<file path="config.mk">
export PLATFORM = sky130hd
export DESIGN_NAME = mig_seq_evaluator_flat
export DESIGN_NICKNAME = d
export VERILOG_FILES = /design/src/rtl/mig_seq_evaluator_if.sv /design/src/rtl/mig_seq_evaluator.sv /design/src/flat_wrapper.sv
export SDC_FILE = /design/constraint.sdc
export NUM_CORES = 1
export LEC_CHECK = 0
export CORE_UTILIZATION = 55
export CTS_BUF_LIST = sky130_fd_sc_hd__clkbuf_4 sky130_fd_sc_hd__clkbuf_8 sky130_fd_sc_hd__clkbuf_16
export CTS_CLUSTER_SIZE = 8
export DETAILED_ROUTE_END_ITERATION = 8
export GPL_TIMING_DRIVEN = 1
export PLACE_DENSITY = 0.81
export SYNTH_ARGS = -nofsm -noshare
export SYNTH_HDL_FRONTEND = slang
export SYNTH_SLANG_ARGS = --single-unit
</file>
<file path="constraint.sdc">
create_clock -name clk -period 13.73 [get_ports clk]
set_input_delay 2.0595 -clock clk [delete_from_list [all_inputs] [get_ports clk]]
set_output_delay 2.0595 -clock clk [all_outputs]
set_load 0.1 [all_outputs]
</file>
<file path="src/rtl/mig_seq_evaluator_if.sv">
// Bus bundle for the MIG sequential evaluator: program port, run request and result.
//
// Handshake: a run is requested by a single-cycle start pulse and is accepted
// on a rising edge only while busy is low; num_gates, out_sel and x are
// sampled on that same edge. busy stays high until the edge that raises done.
// done is a one-cycle pulse, and out/err are valid with it and held until the
// next done. A start in the done cycle is accepted. cfg_we writes the program
// on its edge only while busy is low.
interface mig_seq_evaluator_if #(
  parameter int NUM_IN = 7,
  parameter int SEL_W  = 5,
  parameter int GA_W   = 4
);
  logic                     cfg_we;
  logic [GA_W-1:0]          cfg_addr;
  logic [3*(SEL_W+1)-1:0]   cfg_data;
  logic                     start;
  logic [GA_W:0]            num_gates;
  logic [SEL_W-1:0]         out_sel;
  logic [NUM_IN-1:0]        x;
  logic                     busy;
  logic                     done;
  logic                     out;
  logic                     err;

  modport master (
    output cfg_we, cfg_addr, cfg_data, start, num_gates, out_sel, x,
    input  busy, done, out, err
  );

  modport slave (
    input  cfg_we, cfg_addr, cfg_data, start, num_gates, out_sel, x,
    output busy, done, out, err
  );
endinterface

</file>
<file path="src/rtl/mig_seq_evaluator.sv">
// Time-shared MIG evaluator: one MAJ3 unit walks a stored gate program, one
// gate per cycle, and returns the value of a selected node.
// Node map: 0 = const 0, 1..NUM_IN = x, NUM_IN+1+g = gate g.
module mig_seq_evaluator #(
  parameter int NUM_IN    = 7,
  parameter int MAX_GATES = 16,
  parameter int SEL_W     = 5,
  parameter int GA_W      = 4
) (
  input  logic               clk,
  input  logic               rst,
  mig_seq_evaluator_if.slave bus,
  output logic [1:0]         dbg_state
);

  localparam int NODES = 1 + NUM_IN + MAX_GATES;
  localparam int CW    = SEL_W + 1;
  localparam int CFG_W = 3 * CW;

  localparam logic [SEL_W-1:0] GATE_BASE = SEL_W'(NUM_IN + 1);
  localparam logic [SEL_W:0]   OUT_BASE  = (SEL_W+1)'(NUM_IN + 1);
  localparam logic [GA_W:0]    MAX_NG    = (GA_W+1)'(MAX_GATES);
  localparam logic [GA_W:0]    NG_ONE    = (GA_W+1)'(1);
  localparam logic [GA_W-1:0]  G_ONE     = GA_W'(1);

  typedef enum logic [1:0] {
    IDLE   = 2'd0,
    EVAL   = 2'd1,
    FINISH = 2'd2
  } state_t;

  state_t              state;
  logic [CFG_W-1:0]    prog [MAX_GATES];
  logic [NODES-1:0]    node;
  logic [GA_W-1:0]     g;
  logic [GA_W:0]       ng_q;
  logic [SEL_W-1:0]    sel_q;
  logic                err_acc;
  logic                bad_cnt;

  logic [CFG_W-1:0]    cur;
  logic [SEL_W-1:0]    gate_node;
  logic                inv_a, inv_b, inv_c;
  logic [SEL_W-1:0]    sel_a, sel_b, sel_c;
  logic                ok_a, ok_b, ok_c;
  logic                op_a, op_b, op_c;
  logic                maj;
  logic                op_err;
  logic                last_gate;
  logic                out_ok;
  logic                ng_ok;

  assign dbg_state = state;

  // Decode the current gate and form its MAJ3 value; illegal operands read 0.
  always_comb begin
    cur       = prog[g];
    gate_node = GATE_BASE + SEL_W'(g);
    inv_a     = cur[3*CW-1];
    sel_a     = cur[3*CW-2 -: SEL_W];
    inv_b     = cur[2*CW-1];
    sel_b     = cur[2*CW-2 -: SEL_W];
    inv_c     = cur[CW-1];
    sel_c     = cur[CW-2 -: SEL_W];
    // Only strictly earlier nodes are legal, which also rules out
    // self-reference, forward reference and out-of-range selectors.
    ok_a      = sel_a < gate_node;
    ok_b      = sel_b < gate_node;
    ok_c      = sel_c < gate_node;
    op_a      = (ok_a ? node[sel_a] : 1'b0) ^ inv_a;
    op_b      = (ok_b ? node[sel_b] : 1'b0) ^ inv_b;
    op_c      = (ok_c ? node[sel_c] : 1'b0) ^ inv_c;
    maj       = (op_a & op_b) | (op_a & op_c) | (op_b & op_c);
    op_err    = ~(ok_a & ok_b & ok_c);
    last_gate = ({1'b0, g} + NG_ONE) == ng_q;
    out_ok    = {1'b0, sel_q} < (OUT_BASE + (SEL_W+1)'(ng_q));
    ng_ok     = (bus.num_gates != '0) && (bus.num_gates <= MAX_NG);
  end

  // Program store: writable only while the evaluator is idle.
  always_ff @(posedge clk or posedge rst) begin
    if (rst) begin
      for (int i = 0; i < MAX_GATES; i++) prog[i] <= '0;
    end else if (bus.cfg_we && state == IDLE) begin
      prog[bus.cfg_addr] <= bus.cfg_data;
    end
  end

  // Control FSM with registered busy/done/out/err and the node value store.
  always_ff @(posedge clk or posedge rst) begin
    if (rst) begin
      state    <= IDLE;
      bus.busy <= 1'b0;
      bus.done <= 1'b0;
      bus.out  <= 1'b0;
      bus.err  <= 1'b0;
      node     <= '0;
      g        <= '0;
      ng_q     <= '0;
      sel_q    <= '0;
      err_acc  <= 1'b0;
      bad_cnt  <= 1'b0;
    end else begin
      bus.done <= 1'b0;
      case (state)
        IDLE: begin
          if (bus.start) begin
            ng_q             <= bus.num_gates;
            sel_q            <= bus.out_sel;
            node[NUM_IN:1]   <= bus.x;
            g                <= '0;
            bus.busy         <= 1'b1;
            if (!ng_ok) begin
              // Nothing to evaluate: report the error without touching out.
              err_acc <= 1'b1;
              bad_cnt <= 1'b1;
              state   <= FINISH;
            end else begin
              err_acc <= 1'b0;
              bad_cnt <= 1'b0;
              state   <= EVAL;
            end
          end
        end
        EVAL: begin
          node[gate_node] <= maj;
          if (op_err) err_acc <= 1'b1;
          g <= g + G_ONE;
          if (last_gate) state <= FINISH;
        end
        FINISH: begin
          bus.done <= 1'b1;
          bus.busy <= 1'b0;
          state    <= IDLE;
          if (bad_cnt) begin
            bus.err <= 1'b1;
          end else if (out_ok) begin
            bus.out <= node[sel_q];
            bus.err <= err_acc;
          end else begin
            bus.err <= 1'b1;
          end
        end
        default: state <= IDLE;
      endcase
    end
  end

endmodule
</file>
<file path="src/flat_wrapper.sv">
// flat-port wrapper written by rule: the top's interface ports become plain ports
module mig_seq_evaluator_flat 
#(
  parameter int NUM_IN    = 7,
  parameter int MAX_GATES = 16,
  parameter int SEL_W     = 5,
  parameter int GA_W      = 4
)
  (clk, rst, dbg_state, bus_cfg_we, bus_cfg_addr, bus_cfg_data, bus_start, bus_num_gates, bus_out_sel, bus_x, bus_busy, bus_done, bus_out, bus_err);
  mig_seq_evaluator_if #(.NUM_IN(NUM_IN), .SEL_W(SEL_W), .GA_W(GA_W)) bus_i ();
  input  logic clk;
  input  logic rst;
  output logic [1:0] dbg_state;
  input wire logic [$bits(bus_i.cfg_we)-1:0] bus_cfg_we;
  input wire logic [$bits(bus_i.cfg_addr)-1:0] bus_cfg_addr;
  input wire logic [$bits(bus_i.cfg_data)-1:0] bus_cfg_data;
  input wire logic [$bits(bus_i.start)-1:0] bus_start;
  input wire logic [$bits(bus_i.num_gates)-1:0] bus_num_gates;
  input wire logic [$bits(bus_i.out_sel)-1:0] bus_out_sel;
  input wire logic [$bits(bus_i.x)-1:0] bus_x;
  output wire logic [$bits(bus_i.busy)-1:0] bus_busy;
  output wire logic [$bits(bus_i.done)-1:0] bus_done;
  output wire logic [$bits(bus_i.out)-1:0] bus_out;
  output wire logic [$bits(bus_i.err)-1:0] bus_err;
  assign bus_i.cfg_we = bus_cfg_we;
  assign bus_i.cfg_addr = bus_cfg_addr;
  assign bus_i.cfg_data = bus_cfg_data;
  assign bus_i.start = bus_start;
  assign bus_i.num_gates = bus_num_gates;
  assign bus_i.out_sel = bus_out_sel;
  assign bus_i.x = bus_x;
  assign bus_busy = bus_i.busy;
  assign bus_done = bus_i.done;
  assign bus_out = bus_i.out;
  assign bus_err = bus_i.err;
  mig_seq_evaluator #(.NUM_IN(NUM_IN), .MAX_GATES(MAX_GATES), .SEL_W(SEL_W), .GA_W(GA_W)) u_core (.clk(clk), .rst(rst), .bus(bus_i), .dbg_state(dbg_state));
endmodule
</file>
==> out/summary.txt <==
Most frequent cells in the layout - dfrtp_1, mux2_2, mux4_2
Commonest non-fill, non-tap cell in the layout - dfrtp_1
Remaining global-route overflow - 0
Drt wl/cell - 25.6 µm
Post-CTS Resized - 0
Final wirelength - 42.4 mm
Netlist cell types - 68
Net Count, Synth - 1294
Syn Area/Cell - 13.7 µm²
Share of flip-flops with an asynchronous set or reset - 1.00
Pwr/cell area - 258 nW/µm²
Final Wtd Congestion - 0.938
Cell area after synthesis - 16900 µm²
Initial drt markers - 1004
RSZ-0062 raised after global routing - no
First-pass GRT wire length - 67.3 mm
Total track usage - 0.281
Total Neg Setup Slack - 0 ps
DIE AREA - 31500 µm²
Vias post-DR - 10900
P_leak - 8.25 nW
Core Box Area - 30000 µm²
CP Capture Type - flip-flop
Post-DP HPWL - 25.9 mm
Ys flop type - dfrtp_1
Sink Count - 333
Worst hold path class - flip-flop to flip-flop
Setup violations, final - 0
Largest net degree at the start of global routing - 131
DRC - 0
Layout cells sized above 1 - 0.396
Post-synth EDFFs - 0
Post-CTS setup buffers - 0
Synth-to-layout area growth - 12.0%
Nets - 1327
Clock Latency Late Sink - 570 ps
Crit path DAT - 5850 ps
Slew Viols, Final - 0
Ports - 49
Maximum VDD drop - 0.172 mV
Initial antenna violation count - 1
Syn Inst Count - 1230
Root buffer cell - clkbuf_16
# rows - 63
Peak fanout along the critical path - 42
Synth warnings - 0
Hold-fix buffers, CTS - 0
Post-route ant nets - 0
Vias per std cell - 6.57
Slew @ Worst Pin - 1290 ps
Outcome - finished clean
IO Port Bufs - 48
Number of max-cap violations - 0
Initial core utilization - 0.565
CTS buffer count - 47
Normalized max-slew margin - 0.139
Clock transition at path regs - 60 ps
CTS Buffer Depth - 3
Yosys reg bits - 333
Final core utilization - 0.632
Achievable frequency - 184 MHz
Seq/Total Area, Yosys - 0.493
H-tree depth - 2
DP Worst Slack - 8410 ps
Final Critical Period - 5440 ps
Final Cycle Share - 0.396
TritonCTS clock tree - done
Power Total - 4.89 mW
Post-Route Skew - 25.5 ps
Via count of the first global-routing pass - 11500
Chip height - 177 µm
Chip Width - 177 µm
Crit Path Class - flip-flop to flip-flop
Reg2Reg Setup Slack - 8290 ps
Fin. Hold Viols - 0
First-pass DRT Iterations - 5
Worst EP required - 14140 ps
Worst setup SP type - flip-flop
Post-route setup slack - 8290 ps
==> sequential cells by signal (all words and copies together), names as in the netlist, 2 cells and up <==
| signal | count |
|---|---|
| u_core.prog | 288 |
| u_core.g | 4 |
| u_core.ng_q | 5 |
| u_core.dbg_state | 2 |
| u_core.node | 23 |
| u_core.sel_q | 5 |
==> synthesized netlist by cell type (all sizes together), types with 18 or more instances <==
library cell / instances / area share
mux4: 76 / 0.10
mux2i: 50 / 0.031
o21ai: 22 / 0.0065
clkbuf: 58 / 0.013
inv: 21 / 0.0047
buf: 28 / 0.013
nand3: 26 / 0.0077
nand2: 50 / 0.011
dfrtp: 333 / 0.49
ha: 21 / 0.016
a21oi: 41 / 0.014
nor2: 32 / 0.0071
mux2: 316 / 0.21
a31oi: 18 / 0.0067
==> critical path, cell delays in order, from the launching register on <==
cell	delay, ps
dfrtp_4	650
buf_4	720
mux4_2	580
mux2_4	290
a22oi_4	400
inv_1	240
ha_1	330
nor3_1	40
nor2_1	110
o41ai_2	80
o21ai_0	420
or3_1	180
mux2_4	150
nand4b_4	300
o32ai_4	560
a22oi_1	170
==> path summary, 6_finish.rpt <==
path / from / to / cells after the start
worst min-delay path: u_core.bus.busy / u_core.bus.busy / 1
worst min register to register: u_core.bus.busy / u_core.bus.busy / 1
min in group asynchronous: rst / u_core.bus.err / 2
worst max register to register: u_core.g[0] / u_core.node[21] / 15
worst max-delay path: u_core.g[0] / u_core.node[21] / 15
max in group asynchronous: rst / u_core.prog[108] / 3
==> through the flow <==
step / hold WS [ps] / area, µm² / cells
2_1_floorplan: 461 / 16900 / 1230
3_3_place_gp: 462 / 17700 / 1604
3_5_place_dp: 473 / 17700 / 1604
4_1_cts: 483 / 18900 / 1657
5_1_grt: 508 / 18900 / 1658
6_report: 481 / 18900 / 1658
==> layer usage <==
| metal | part of all wire | track usage | up-vias |
|---|---|---|---|
| met1 | 0.42 | 0.376 | 5718 |
| met2 | 0.49 | 0.459 | 416 |
| li1 | - | - | 4660 |
| met4 | 0.031 | 0.108 | 0 |
| met3 | 0.061 | 0.0499 | 98 |
| met5 | 0 | 0 | - |
==> cell families (layout without fill, tap and decap cells) <==
group / Yosys count / after routing / share of synthesized area
multiplexers: 442 / 442 / 0.343
flip-flops: 333 / 333 / 0.493
AND/OR/NAND/NOR: 164 / 164 / 0.0474
AO/OA/AOI/OAI: 156 / 156 / 0.0666
buffers and inverters: 107 / 144 / 0.0306
adder cells (fa/ha/maj): 21 / 21 / 0.0155
XOR/XNOR: 7 / 7 / 0.00407
other: 0 / 1 / 0
==> cell type report <==
type | instances | area, µm²
Fill cell | 2145 | 11000
Clock inverter | 4 | 85.1
Inverter | 21 | 86.3
Sequential cell | 333 | 8340
Multi-Input combinational cell | 790 | 8100
Timing Repair Buffer | 70 | 646
Antenna cell | 1 | 2.50
Tap cell | 390 | 488
Clock buffer | 49 | 1190
==> power breakdown <==
group / switching, mW / total, mW / internal [mW]
clock: 0.419 / 1.03 / 0.612
combinational: 1.08 / 2.08 / 1.00
sequential: 0.335 / 1.77 / 1.44
Note: power is estimated with default switching activity, not from simulation.
